<file path="config.mk">
export PLATFORM = sky130hd
export DESIGN_NAME = pwm_voice_bank
export DESIGN_NICKNAME = d
export VERILOG_FILES = /design/src/rtl/synth_pkg.sv /design/src/rtl/pwm_voice.sv /design/src/rtl/pwm_voice_bank.sv
export SDC_FILE = /design/constraint.sdc
export NUM_CORES = 1
export LEC_CHECK = 0
export CAP_MARGIN = 20
export CORE_MARGIN = 2
export CORE_UTILIZATION = 57
export DETAILED_ROUTE_END_ITERATION = 12
export GPL_TIMING_DRIVEN = 0
export HOLD_SLACK_MARGIN = 0.06
export PLACE_DENSITY = 0.78
export SLEW_MARGIN = 10
export SYNTH_ARGS = -nofsm -noshare
export SYNTH_HDL_FRONTEND = slang
export SYNTH_SLANG_ARGS = --single-unit
</file>
<file path="constraint.sdc">
create_clock -name clk_io -period 14.9 [get_ports clk_io]
set_input_delay 4.47 -clock clk_io [delete_from_list [all_inputs] [get_ports clk_io]]
set_output_delay 4.47 -clock clk_io [all_outputs]
set_load 0.05 [all_outputs]
</file>
<file path="src/rtl/synth_pkg.sv">
// Shared constants for the PWM voice bank: channel count, carrier range,
// register address map and field widths.
package synth_pkg;

  localparam int NUM_CH      = 8;
  localparam int CARRIER_MAX = 254;

  localparam int ADDR_W      = 4;
  localparam int DATA_W      = 16;
  localparam int PERIOD_W    = 16;
  localparam int VOL_W       = 8;
  localparam int CARRIER_W   = 8;

  localparam int PERIOD_BASE = 0;
  localparam int VOL_BASE    = 8;

  // Register address of channel ch within the bank starting at base.
  function automatic logic [ADDR_W-1:0] ch_addr(input int base, input int ch);
    return ADDR_W'(base + ch);
  endfunction

endpackage

</file>
<file path="src/rtl/pwm_voice.sv">
// One voice: period/volume registers, half-period tone counter, square-wave
// phase and the registered carrier compare that forms the PWM output.
module pwm_voice
  import synth_pkg::*;
(
  input  logic                 i_clk,
  input  logic                 i_rst,
  input  logic                 i_period_we,
  input  logic                 i_vol_we,
  input  logic [DATA_W-1:0]    i_wr_data,
  input  logic [CARRIER_W-1:0] i_carrier,
  output logic                 o_pwm,
  output logic                 o_tone
);

  logic [PERIOD_W-1:0] r_period;
  logic [PERIOD_W-1:0] r_cnt;
  logic [VOL_W-1:0]    r_vol;
  logic                r_phase;
  logic                r_pwm;
  logic                r_tone;

  logic                w_silent;
  logic                w_terminal;

  assign w_silent   = (r_period == '0);
  assign w_terminal = (r_cnt == r_period - PERIOD_W'(1));

  always_ff @(posedge i_clk or posedge i_rst) begin
    if (i_rst) begin
      r_period <= '0;
      r_cnt    <= '0;
      r_vol    <= '0;
      r_phase  <= 1'b0;
      r_pwm    <= 1'b0;
      r_tone   <= 1'b0;
    end else begin
      if (i_vol_we) begin
        r_vol <= i_wr_data[VOL_W-1:0];
      end

      // A period write restarts the half-period count but keeps the phase,
      // and it overrides a terminal-count toggle landing on the same edge.
      if (i_period_we) begin
        r_period <= i_wr_data[PERIOD_W-1:0];
        r_cnt    <= '0;
      end else if (w_silent) begin
        r_cnt    <= '0;
        r_phase  <= 1'b0;
      end else if (w_terminal) begin
        r_cnt    <= '0;
        r_phase  <= ~r_phase;
      end else begin
        r_cnt    <= r_cnt + PERIOD_W'(1);
      end

      r_tone <= r_phase;
      r_pwm  <= r_phase & (i_carrier < r_vol);
    end
  end

  assign o_pwm  = r_pwm;
  assign o_tone = r_tone;

endmodule

</file>
<file path="src/rtl/pwm_voice_bank.sv">
// Bank of square-wave PWM voices sharing one amplitude carrier counter;
// decodes core register writes into per-channel period and volume strobes.
module pwm_voice_bank #(
  parameter int NUM_CH      = synth_pkg::NUM_CH,
  parameter int CARRIER_MAX = synth_pkg::CARRIER_MAX
) (
  input  logic                           clk_io,
  input  logic                           reset_io,
  input  logic                           wr_en_i,
  input  logic [synth_pkg::ADDR_W-1:0]   wr_addr_i,
  input  logic [synth_pkg::DATA_W-1:0]   wr_data_i,
  output logic [NUM_CH-1:0]              pwm_o,
  output logic [NUM_CH-1:0]              tone_o
);

  import synth_pkg::*;

  logic [CARRIER_W-1:0] r_carrier;
  logic [NUM_CH-1:0]    w_period_we;
  logic [NUM_CH-1:0]    w_vol_we;
  logic [NUM_CH-1:0]    w_pwm;
  logic [NUM_CH-1:0]    w_tone;

  // Carrier runs 0..CARRIER_MAX so a volume of 255 never drops out.
  always_ff @(posedge clk_io or posedge reset_io) begin
    if (reset_io) begin
      r_carrier <= '0;
    end else if (r_carrier == CARRIER_W'(CARRIER_MAX)) begin
      r_carrier <= '0;
    end else begin
      r_carrier <= r_carrier + CARRIER_W'(1);
    end
  end

  always_comb begin
    w_period_we = '0;
    w_vol_we    = '0;
    for (int n = 0; n < NUM_CH; n++) begin
      w_period_we[n] = wr_en_i && (wr_addr_i == ch_addr(PERIOD_BASE, n));
      w_vol_we[n]    = wr_en_i && (wr_addr_i == ch_addr(VOL_BASE, n));
    end
  end

  for (genvar g = 0; g < NUM_CH; g++) begin : g_voice
    pwm_voice u_voice (
      .i_clk       (clk_io),
      .i_rst       (reset_io),
      .i_period_we (w_period_we[g]),
      .i_vol_we    (w_vol_we[g]),
      .i_wr_data   (wr_data_i),
      .i_carrier   (r_carrier),
      .o_pwm       (w_pwm[g]),
      .o_tone      (w_tone[g])
    );
  end

  assign pwm_o  = w_pwm;
  assign tone_o = w_tone;

endmodule

</file>
==> results.json, run 1 <==
{
  "max_freq_mhz": 145.9,
  "crit_end": "g_voice[4].u_voice.r_cnt[1]",
  "cp_max_fo": 10,
  "combPwrFrac": 0.309,
  "drt-initial-drc-count": 1276,
  "syn_to_final_growth_pct": 11.75,
  "via_per_inst": 5.937,
  "clkPwrFrac": 0.288,
  "ios": 39,
  "reg2reg_slack_ps": 11300,
  "cts_buffers": 40,
  "crit_top_cell": "clkbuf_1",
  "use_met1": 0.3727,
  "pwr-share-seq": 0.403,
  "internal_power_uw": 2310,
  "switching_power_uw": 1225,
  "path_delay_family": "buffers and inverters",
  "worst-setup-path-type": "primary input to flip-flop",
  "finalCritPeriodShare": 0.4601,
  "clockRootBuffer": "clkbuf_16",
  "finalHoldViolCount": 0,
  "wire_per_inst_um": 18.03,
  "slowest_stage": "clkbuf_1",
  "gp_congestion": 0.8724,
  "rows": 69,
  "die_area_sq_mm": 0.03729,
  "cp-startpoint": "wr_addr_i[3]",
  "ys_types": 91,
  "clk_latency_ps": 530,
  "rsz0062_at_grt": "no",
  "grt.met3_usage": 0.03457,
  "critPathBufInv": 3,
  "postCtsSetupRepairBufs": 0,
  "switching_share": 0.3466,
  "drc": 0,
  "power.density_mw_per_mm2": 155.2,
  "busiest_layer": "met2",
  "cts_hold_buf": 0,
  "synth_cells": 2173,
  "synth_warnings": 0,
  "rr_endpoint": "g_voice[6].u_voice.r_cnt[6]",
  "dr.pass1.iters": 5,
  "max_stage_delay_ps": 600,
  "grt_pass1_vias": 16220,
  "coreArea_sq_mm": 0.03540,
  "cap_violations": 0,
  "syn_nets": 2270,
  "fin_ws_ps": 8044,
  "grt_max_degree": 116,
  "cts-htree-levels": 2,
  "pre_cts_slack_ps": 7554,
  "cts.clk_slew.worst_paths_ps": 60,
  "min_path_type": "flip-flop to flip-flop",
  "hpwl_um": 33890,
  "yosys_register_bits": 352,
  "power.total_uw": 3535,
  "synth_edf_count": 0,
  "cts_buffer_depth": 3,
  "clock_skew_ps": 12.97,
  "syn_avg_cell_area_sq_um": 9.380,
  "antenna_found_initial": 2,
  "start_util": 0.5759,
  "num-fill-cells": 2795,
  "gr-usage-all-layers": 0.2738,
  "p_leak_uw": 0.01004,
  "wl_um": 49470,
  "cp_num_cells": 7,
  "slew_headroom": 0.2907,
  "setup_viol": 0,
  "placed_area_sq_mm": 0.02143,
  "min_period_ps": 6856,
  "finalInstanceArea_sq_mm": 0.02278,
  "grt_pass1_wl_um": 81880,
  "grt_overflow_total": 0,
  "final_cells": 2744,
  "rr_worst_depth": 9,
  "tightest_slew_ps": 1053,
  "clock-sinks": 352,
  "num-nets-final": 2353,
  "async_reset_ff_frac": 1.000,
  "peakVddDrop_uv": 121.8,
  "grtUsageMet2": 0.4488,
  "synth_area_sq_mm": 0.02038,
  "vias": 16290,
  "ys_seq_area_frac": 0.4321,
  "multi_input_area_sq_mm": 0.01066,
  "drtAntennaViolNets": 0,
  "drive_above_1_share": 0.09465,
  "outcome": "completed",
  "final-seq-area_sq_mm": 0.008808,
  "dpl.cell_count": 2675,
  "endpoint_kind": "flip-flop",
  "io_buffers": 38,
  "ctsResizeCount": 0,
  "die_w_um": 193.1,
  "report.final.slew_viol_count": 0,
  "die_h_um": 193.1,
  "crit_chain": "clkdlybuf4s50_1 -> nand3b_1 -> or3_1 -> clkbuf_1 -> o21ai_1 -> clkbuf_1 -> nor3b_1",
  "reg2reg_from": "g_voice[6].u_voice.r_period[2]",
  "cts_tree": "built",
  "worst_setup_path_start_kind": "primary input",
  "ys.flop_type": "dfrtp_1",
  "cp.arrival_ps": 7230,
  "required_ps": 15280
}
how the worst min path moves through the flow:
stage | startpoint | to | slack, ps | depth (start not counted)
after floorplan | g_voice[1].u_voice.r_phase | g_voice[1].u_voice.o_tone | 400 | 0
after global placement | g_voice[1].u_voice.r_phase | g_voice[1].u_voice.o_tone | 470 | 0
after detailed placement | g_voice[1].u_voice.r_phase | g_voice[1].u_voice.o_tone | 470 | 0
after CTS | g_voice[1].u_voice.r_phase | g_voice[1].u_voice.o_tone | 480 | 0
after global routing | g_voice[5].u_voice.r_phase | g_voice[5].u_voice.o_tone | 520 | 0
final | g_voice[1].u_voice.r_phase | g_voice[1].u_voice.o_tone | 500 | 0
layout make-up:
type,instances,share of cell area
clock buffers,57,0.05076
flip-flops and latches,352,0.3867
multi-input cells,1609,0.4679
diodes,1,0.0001099
plain buffers,109,0.02324
inverters,103,0.01730
repair buffers,41,0.02032
well taps,461,0.02532
clock inverters,11,0.008294
routing by layer:
layer / wire length, um / part of all wire
met1: 21700 / 0.44
met3: 2785 / 0.056
met2: 23150 / 0.47
met5: 0 / 0
met4: 1841 / 0.037
state kept, by name, indices dropped and copies added (netlist names):
name and count:
g_voice.u_voice.r_cnt 128, g_voice.u_voice.r_vol 64, g_voice.u_voice.o_tone 8, g_voice.u_voice.r_period 128
r_carrier 8, g_voice.u_voice.r_phase 8, g_voice.u_voice.o_pwm 8
cells in the mapped netlist (all sizes together) (18+ instances only):
| master | count | area [sq um] |
|---|---|---|
| nor4 | 40 | 290.3 |
| xnor2 | 138 | 1209 |
| nand4 | 46 | 287.8 |
| nand2b | 27 | 168.9 |
| inv | 103 | 386.6 |
| nand3b | 18 | 135.1 |
| o21ai | 97 | 489.2 |
| buf | 34 | 247.7 |
| and3 | 36 | 227.7 |
| ha | 74 | 925.9 |
| clkbuf | 75 | 281.5 |
| a31oi | 22 | 137.6 |
| xor2 | 118 | 1033 |
| nor2 | 169 | 634.4 |
| or3 | 25 | 165.2 |
| or4 | 22 | 188.9 |
| nor3 | 88 | 495.5 |
| dfrtp | 352 | 8808 |
| a21o | 42 | 315.3 |
| nand3 | 88 | 440.4 |
| nand2 | 288 | 1081 |
| mux2 | 74 | 833.3 |
power by group through the flow:
stage | registers (uW) | logic, uW | clock network [uW]
3_3_place_gp | 1430 | 1020 | 0
5_1_grt | 1460 | 1220 | 1070
3_5_place_dp | 1440 | 1080 | 0
6_report | 1430 | 1090 | 1020
2_1_floorplan | 1370 | 867 | 0
4_1_cts | 1420 | 1090 | 1030
per-stage QoR:
stage	hold WS (ps)	TNS (ps)	util
CTS	483.6	0	0.6434
global route	519.1	0	0.6435
floorplan	399.4	0	-
detailed placement	471.6	0	0.6054
finish	500.5	0	0.6435
global placement	471.2	-1172350	0.6029
worst reg2reg max path: cells and delay by family, from the launching register on:
kind	cells	cell delay, ps
AOI/OAI and AO/OA	1	320
and+or+nand+nor	6	2180
DFF	1	360
buffers and inverters	2	610
cells in the final DEF (no fill, tap or decap), types with 46 or more instances in the layout:
master / instances
nand3_1: 88
ha_1: 74
xor2_1: 118
nand4_1: 46
dfrtp_1: 352
clkbuf_1: 84
nor2_1: 169
nor3_1: 77
xnor2_1: 138
o21ai_0: 93
inv_1: 102
nand2_1: 288
mux2_2: 74
cells by family (layout without fill, tap and decap cells):
kind of cell / after synthesis / count (layout) / share of synthesized area
compound gates: 271 / 271 / 0.09048
xor+xnor: 257 / 257 / 0.1112
fa+ha+maj: 74 / 74 / 0.04542
buf+inv: 212 / 321 / 0.04493
flops: 352 / 352 / 0.4321
mux: 83 / 83 / 0.04530
other cells: 0 / 1 / 0
simple gates: 924 / 924 / 0.2306
Note: power is estimated with default switching activity, not from simulation.
==> inputs of run 2 (changes only) <==
Clock period 14.9 ns to 6.1 ns, I/O delays scaled along.
==> run 2 against run 1 <==
Sequential cell count stayed put. Via count is 0.46% lower. Largest cell class unchanged. Critical path depth stayed put. Power is 140% higher. Count of clock-buffer cells in the layout is 1 lower. Sequential share of layout area hardly changed. Register-to-register slack worse by 8800 ps. Clock skew is 5.4 ps higher.
==> results.json, run 2 (same netlist as run 1, synthesis figures left out) <==
{
  "cts_buffers": 38,
  "gr-usage-all-layers": 0.2745,
  "layout_commonest_cell": "dfrtp_1",
  "drc": 0,
  "rows": 69,
  "report.final.slew_viol_count": 0,
  "clockRootBuffer": "clkbuf_16",
  "setup_viol": 0,
  "cp.arrival_ps": 4620,
  "power.density_mw_per_mm2": 368.9,
  "required_ps": 6480,
  "slowest_stage": "clkbuf_1",
  "clock-sinks": 352,
  "hpwl_um": 34620,
  "max_stage_delay_ps": 580,
  "critPathBufInv": 3,
  "clkPwrFrac": 0.267,
  "vias": 16220,
  "gp_congestion": 0.8667,
  "start_util": 0.5759,
  "slew_headroom": 0.2798,
  "max_freq_mhz": 236.3,
  "multi_input_area_sq_mm": 0.01066,
  "rsz0062_at_grt": "no",
  "cp_num_cells": 7,
  "antenna_found_initial": 1,
  "use_met1": 0.3772,
  "die_w_um": 193.1,
  "endpoint_kind": "flip-flop",
  "busiest_layer": "met2",
  "num-fill-cells": 2820,
  "min_path_type": "flip-flop to flip-flop",
  "cts.clk_slew.worst_paths_ps": 60,
  "p_leak_uw": 0.01004,
  "grt_overflow_total": 0,
  "switching_share": 0.3554,
  "dpl.cell_count": 2684,
  "cap_violations": 0,
  "die_h_um": 193.1,
  "ctsResizeCount": 0,
  "rr_worst_depth": 10,
  "final_cells": 2753,
  "wire_per_inst_um": 18.05,
  "finalCritPeriodShare": 0.6939,
  "combPwrFrac": 0.317,
  "drt-initial-drc-count": 1208,
  "drtAntennaViolNets": 0,
  "syn_to_final_growth_pct": 11.84,
  "min_period_ps": 4233,
  "wl_um": 49690,
  "peakVddDrop_uv": 275.7,
  "reg2reg_slack_ps": 2510,
  "worst-setup-path-type": "primary input to flip-flop",
  "ios": 39,
  "clock_skew_ps": 18.37,
  "final_cell_mix": "352 x dfrtp_1, 288 x nand2_1, 169 x nor2_1",
  "drive_above_1_share": 0.09777,
  "switching_power_uw": 2989,
  "crit_top_cell": "clkbuf_1",
  "cts_hold_buf": 0,
  "grt_max_degree": 39,
  "tightest_slew_ps": 1080,
  "via_per_inst": 5.890,
  "grt_pass1_vias": 16160,
  "cts_tree": "built",
  "crit_chain": "clkdlybuf4s50_1 -> nand3b_1 -> or3_1 -> clkbuf_1 -> o21ai_1 -> clkbuf_1 -> nor3_2",
  "post-route-util": 0.6440,
  "final-seq-area_sq_mm": 0.008808,
  "die_area_sq_mm": 0.03729,
  "grtUsageMet2": 0.4464,
  "io_buffers": 38,
  "dr.pass1.iters": 5,
  "pwr-share-seq": 0.416,
  "path_delay_family": "buffers and inverters",
  "reg_top3": "g_voice.u_voice.r_cnt: 128 flops, g_voice.u_voice.r_period: 128 flops, g_voice.u_voice.r_vol: 64 flops",
  "grt_pass1_wl_um": 81860,
  "cts-htree-levels": 2,
  "worst_setup_path_start_kind": "primary input",
  "coreArea_sq_mm": 0.03540,
  "whs_path_depth": 0,
  "clk_latency_ps": 550,
  "num-nets-final": 2360,
  "internal_power_uw": 5422,
  "cts_buffer_depth": 3,
  "cp_max_fo": 10,
  "outcome": "completed",
  "postCtsSetupRepairBufs": 0,
  "finalHoldViolCount": 0,
  "grt.met3_usage": 0.03765
}
run 2: cell count changes in the layout (fill, tap and decap cells not counted), sizes merged:
cell      delta
buf          +9
bufinv       -4
clkinvlp     +3
clkinv       +2
clkbuf       -1
run 2: stage by stage:
step                      hold slack [ps]  power, uW  TNS [ps]  cell area [sq um]  setup WS [ps]
after floorplan                     399.4       5454   -156420              20390         -444.4
after global placement              463.5       5980   -960740              21340          -2772
final                               497.8       8411         0              22800           1867
after detailed placement            483.8       6146         0              21580           1427
after global routing                520.2       8942         0              22790           1720
after CTS                           497.0       8439         0              22790           1911
run 2: final cells by class:
class | instances | share of cell area
inverter | 103 | 0.01712
sequential | 352 | 0.3864
buffer | 109 | 0.02322
clock inverter | 12 | 0.004885
tap | 461 | 0.02530
timing repair buffer | 50 | 0.02722
clock buffer | 56 | 0.04819
multi-input combinational | 1609 | 0.4676
antenna | 1 | 0.0001098
run 2: final timing paths:
| check | end | from |
|---|---|---|
| worst min register to register | g_voice[5].u_voice.o_tone | g_voice[5].u_voice.r_phase |
| worst max-delay path | g_voice[4].u_voice.r_cnt[12] | wr_addr_i[3] |
| worst min-delay path | g_voice[5].u_voice.o_tone | g_voice[5].u_voice.r_phase |
| min in group asynchronous | g_voice[6].u_voice.r_cnt[13] | reset_io |
| max in group asynchronous | g_voice[0].u_voice.r_cnt[2] | reset_io |
| worst max register to register | g_voice[7].u_voice.r_cnt[14] | g_voice[7].u_voice.r_period[0] |
run 2: metal layers:
metal / share of wire / up-vias
met5: 0 / -
met4: 0.031 / 0
met3: 0.065 / 110
met2: 0.47 / 490
met1: 0.43 / 7906
li1: - / 7709
run 2: power by group through the flow:
stage                     sequential, uW  combinational, uW  clock (uW)
final                               3500               2670        2250
after CTS                           3480               2660        2290
after floorplan                     3330               2120           0
after detailed placement            3510               2630           0
after global routing                3570               2990        2380
after global placement              3490               2490           0
run 2: worst register-to-register path, cell delays in order (launching register included):
cell      delay [ps]
dfrtp_1          420
inv_1             90
ha_1             180
nor4b_2          510
and4_1           380
xnor2_1           80
a211oi_1         270
a41oi_1          100
nor3_1           880
clkbuf_1         420
nor3_1           110
==> inputs of run 3 (changes only) <==
Settings changed: CORE_UTILIZATION 57 to 63, PLACE_DENSITY 0.78 to 0.81.
Clock period 6.1 ns to 4.34 ns, I/O delays scaled along.
==> run 3 against run 2 <==
Clock skew is 7.6 ps lower. Final area is 0.23% lower. Via count is 0.14% higher. Critical path depth stayed put. Sequential cell count stayed put. Setup slack worse by 1200 ps. Cell count is 2.1% lower. Combinational power is 41% higher. Routed wire length is 0.61% lower. Largest cell class unchanged.
==> results.json, run 3 (same netlist as run 1, synthesis figures left out) <==
{
  "grt_pass1_wl_um": 81350,
  "ios": 39,
  "clock-sinks": 352,
  "drc": 0,
  "crit_top_cell": "clkbuf_1",
  "start_util": 0.6426,
  "max_freq_mhz": 270.3,
  "min_path_type": "flip-flop to flip-flop",
  "gr-usage-all-layers": 0.3002,
  "io_buffers": 38,
  "dr.pass1.iters": 5,
  "rsz0062_at_grt": "no",
  "die_h_um": 183.9,
  "cts_buffer_depth": 3,
  "layout_commonest_cell": "dfrtp_1",
  "slew_headroom": 0.2372,
  "cts_hold_buf": 0,
  "drtAntennaViolNets": 0,
  "setup_viol": 0,
  "coreArea_sq_mm": 0.03172,
  "num-fill-cells": 2364,
  "min_period_ps": 3699,
  "dpl.cell_count": 2623,
  "final_cell_mix": "352 x dfrtp_1, 288 x nand2_1, 169 x nor2_1",
  "cts_tree": "built",
  "critPathBufInv": 3,
  "ctsResizeCount": 0,
  "num-nets-final": 2360,
  "n_antenna_cell": 0,
  "tightest_slew_ps": 1144,
  "worst_setup_path_start_kind": "primary input",
  "pre_cts_slack_ps": 124.7,
  "p_leak_uw": 0.01005,
  "wl_um": 49390,
  "die_area_sq_mm": 0.03381,
  "drive_above_1_share": 0.09948,
  "crit_chain": "clkdlybuf4s50_1 -> nand3b_1 -> or3_1 -> clkbuf_1 -> o21ai_1 -> clkbuf_1 -> nor3b_1",
  "antenna_found_initial": 0,
  "vias": 16240,
  "cts-htree-levels": 2,
  "endpoint_kind": "flip-flop",
  "rows": 65,
  "hpwl_um": 34120,
  "cts.clk_slew.worst_paths_ps": 60,
  "reg_top3": "g_voice.u_voice.r_cnt: 128 flops, g_voice.u_voice.r_period: 128 flops, g_voice.u_voice.r_vol: 64 flops",
  "grt_overflow_total": 0,
  "clk_latency_ps": 530,
  "finalCritPeriodShare": 0.8524,
  "finalHoldViolCount": 0,
  "outcome": "completed",
  "power.density_mw_per_mm2": 524.0,
  "die_w_um": 183.9,
  "peakVddDrop_uv": 422.1,
  "via_per_inst": 6.027,
  "slowest_stage": "clkbuf_1",
  "wire_per_inst_um": 18.33,
  "grt_max_degree": 40,
  "fin_ws_ps": 640.6,
  "clock_skew_ps": 10.81,
  "postCtsSetupRepairBufs": 0,
  "path_delay_family": "buffers and inverters",
  "required_ps": 4710,
  "gp_congestion": 0.9253,
  "syn_to_final_growth_pct": 11.59,
  "cp_max_fo": 10,
  "drt-initial-drc-count": 1230,
  "cap_violations": 0,
  "report.final.slew_viol_count": 0,
  "cp.arrival_ps": 4070,
  "max_stage_delay_ps": 600,
  "clockRootBuffer": "clkbuf_16",
  "grt_pass1_vias": 16370,
  "cts_buffers": 39,
  "final_cells": 2694,
  "worst-setup-path-type": "primary input to flip-flop"
}
## run 3: changes by cell type in the layout (fill, tap and decap cells not counted), sizes merged
cell	before	now
clkinv	6	5
clkinvlp	4	6
buf	46	44
clkbuf	131	134
diode	1	0
bufinv	1	0
## run 3: layout make-up
class,instances,area (sq um),area share
tap,402,503.0,0.02211
buffer,109,529.3,0.02327
multi-input combinational,1609,10660,0.4686
inverter,103,390.4,0.01716
clock buffer,58,1190,0.05231
sequential,352,8808,0.3873
clock inverter,12,80.08,0.003521
timing repair buffer,49,585.6,0.02574
## run 3: metal layers
metal  wire [um]  global-route usage
met5           0                   0
met4        2400              0.1472
met3        2773             0.04477
met2       23060              0.4928
met1       21150              0.3917
## run 3: through the flow
stage / instance area [sq um] / hold WS [ps] / utilization / TNS (ps) / power, uW
2_1_floorplan: 20390 / 399.4 / - / -590090 / 7665
3_3_place_gp: 21270 / 453.5 / 0.6706 / -1374040 / 8401
3_5_place_dp: 21470 / 472.1 / 0.6769 / 0 / 8637
4_1_cts: 22740 / 482.4 / 0.7170 / 0 / 11930
5_1_grt: 22750 / 495.2 / 0.7171 / 0 / 12620
6_report: 22750 / 496.7 / 0.7171 / 0 / 11920
## run 3: path summary, 6_finish.rpt
kind | depth (start not counted) | endpoint | slack (ps) | from
max in group asynchronous | 7 | g_voice[5].u_voice.r_vol[7] | 1580 | reset_io
worst max register to register | 9 | g_voice[6].u_voice.r_cnt[8] | 750 | g_voice[6].u_voice.r_period[2]
worst min-delay path | 0 | g_voice[1].u_voice.o_tone | 500 | g_voice[1].u_voice.r_phase
min in group asynchronous | 2 | g_voice[6].u_voice.r_period[10] | 1200 | reset_io
worst max-delay path | 7 | g_voice[4].u_voice.r_cnt[1] | 640 | wr_addr_i[2]
worst min register to register | 0 | g_voice[1].u_voice.o_tone | 500 | g_voice[1].u_voice.r_phase
## run 3: where the power goes
group	switching [uW]	total, uW	internal (uW)
Sequential	844	4900	4050
Clock	1360	3270	1910
Combinational	2010	3760	1740
Total	4220	11900	7700
## run 3: worst register-to-register path: stages (launching register included)
cell      delay [ps]
dfrtp_1          370
clkbuf_1         200
nor3_2           440
nand3b_1         290
o31a_1           310
nor4_1           530
nand2_1          140
nor4_2           620
clkbuf_1         440
nor3_1           110
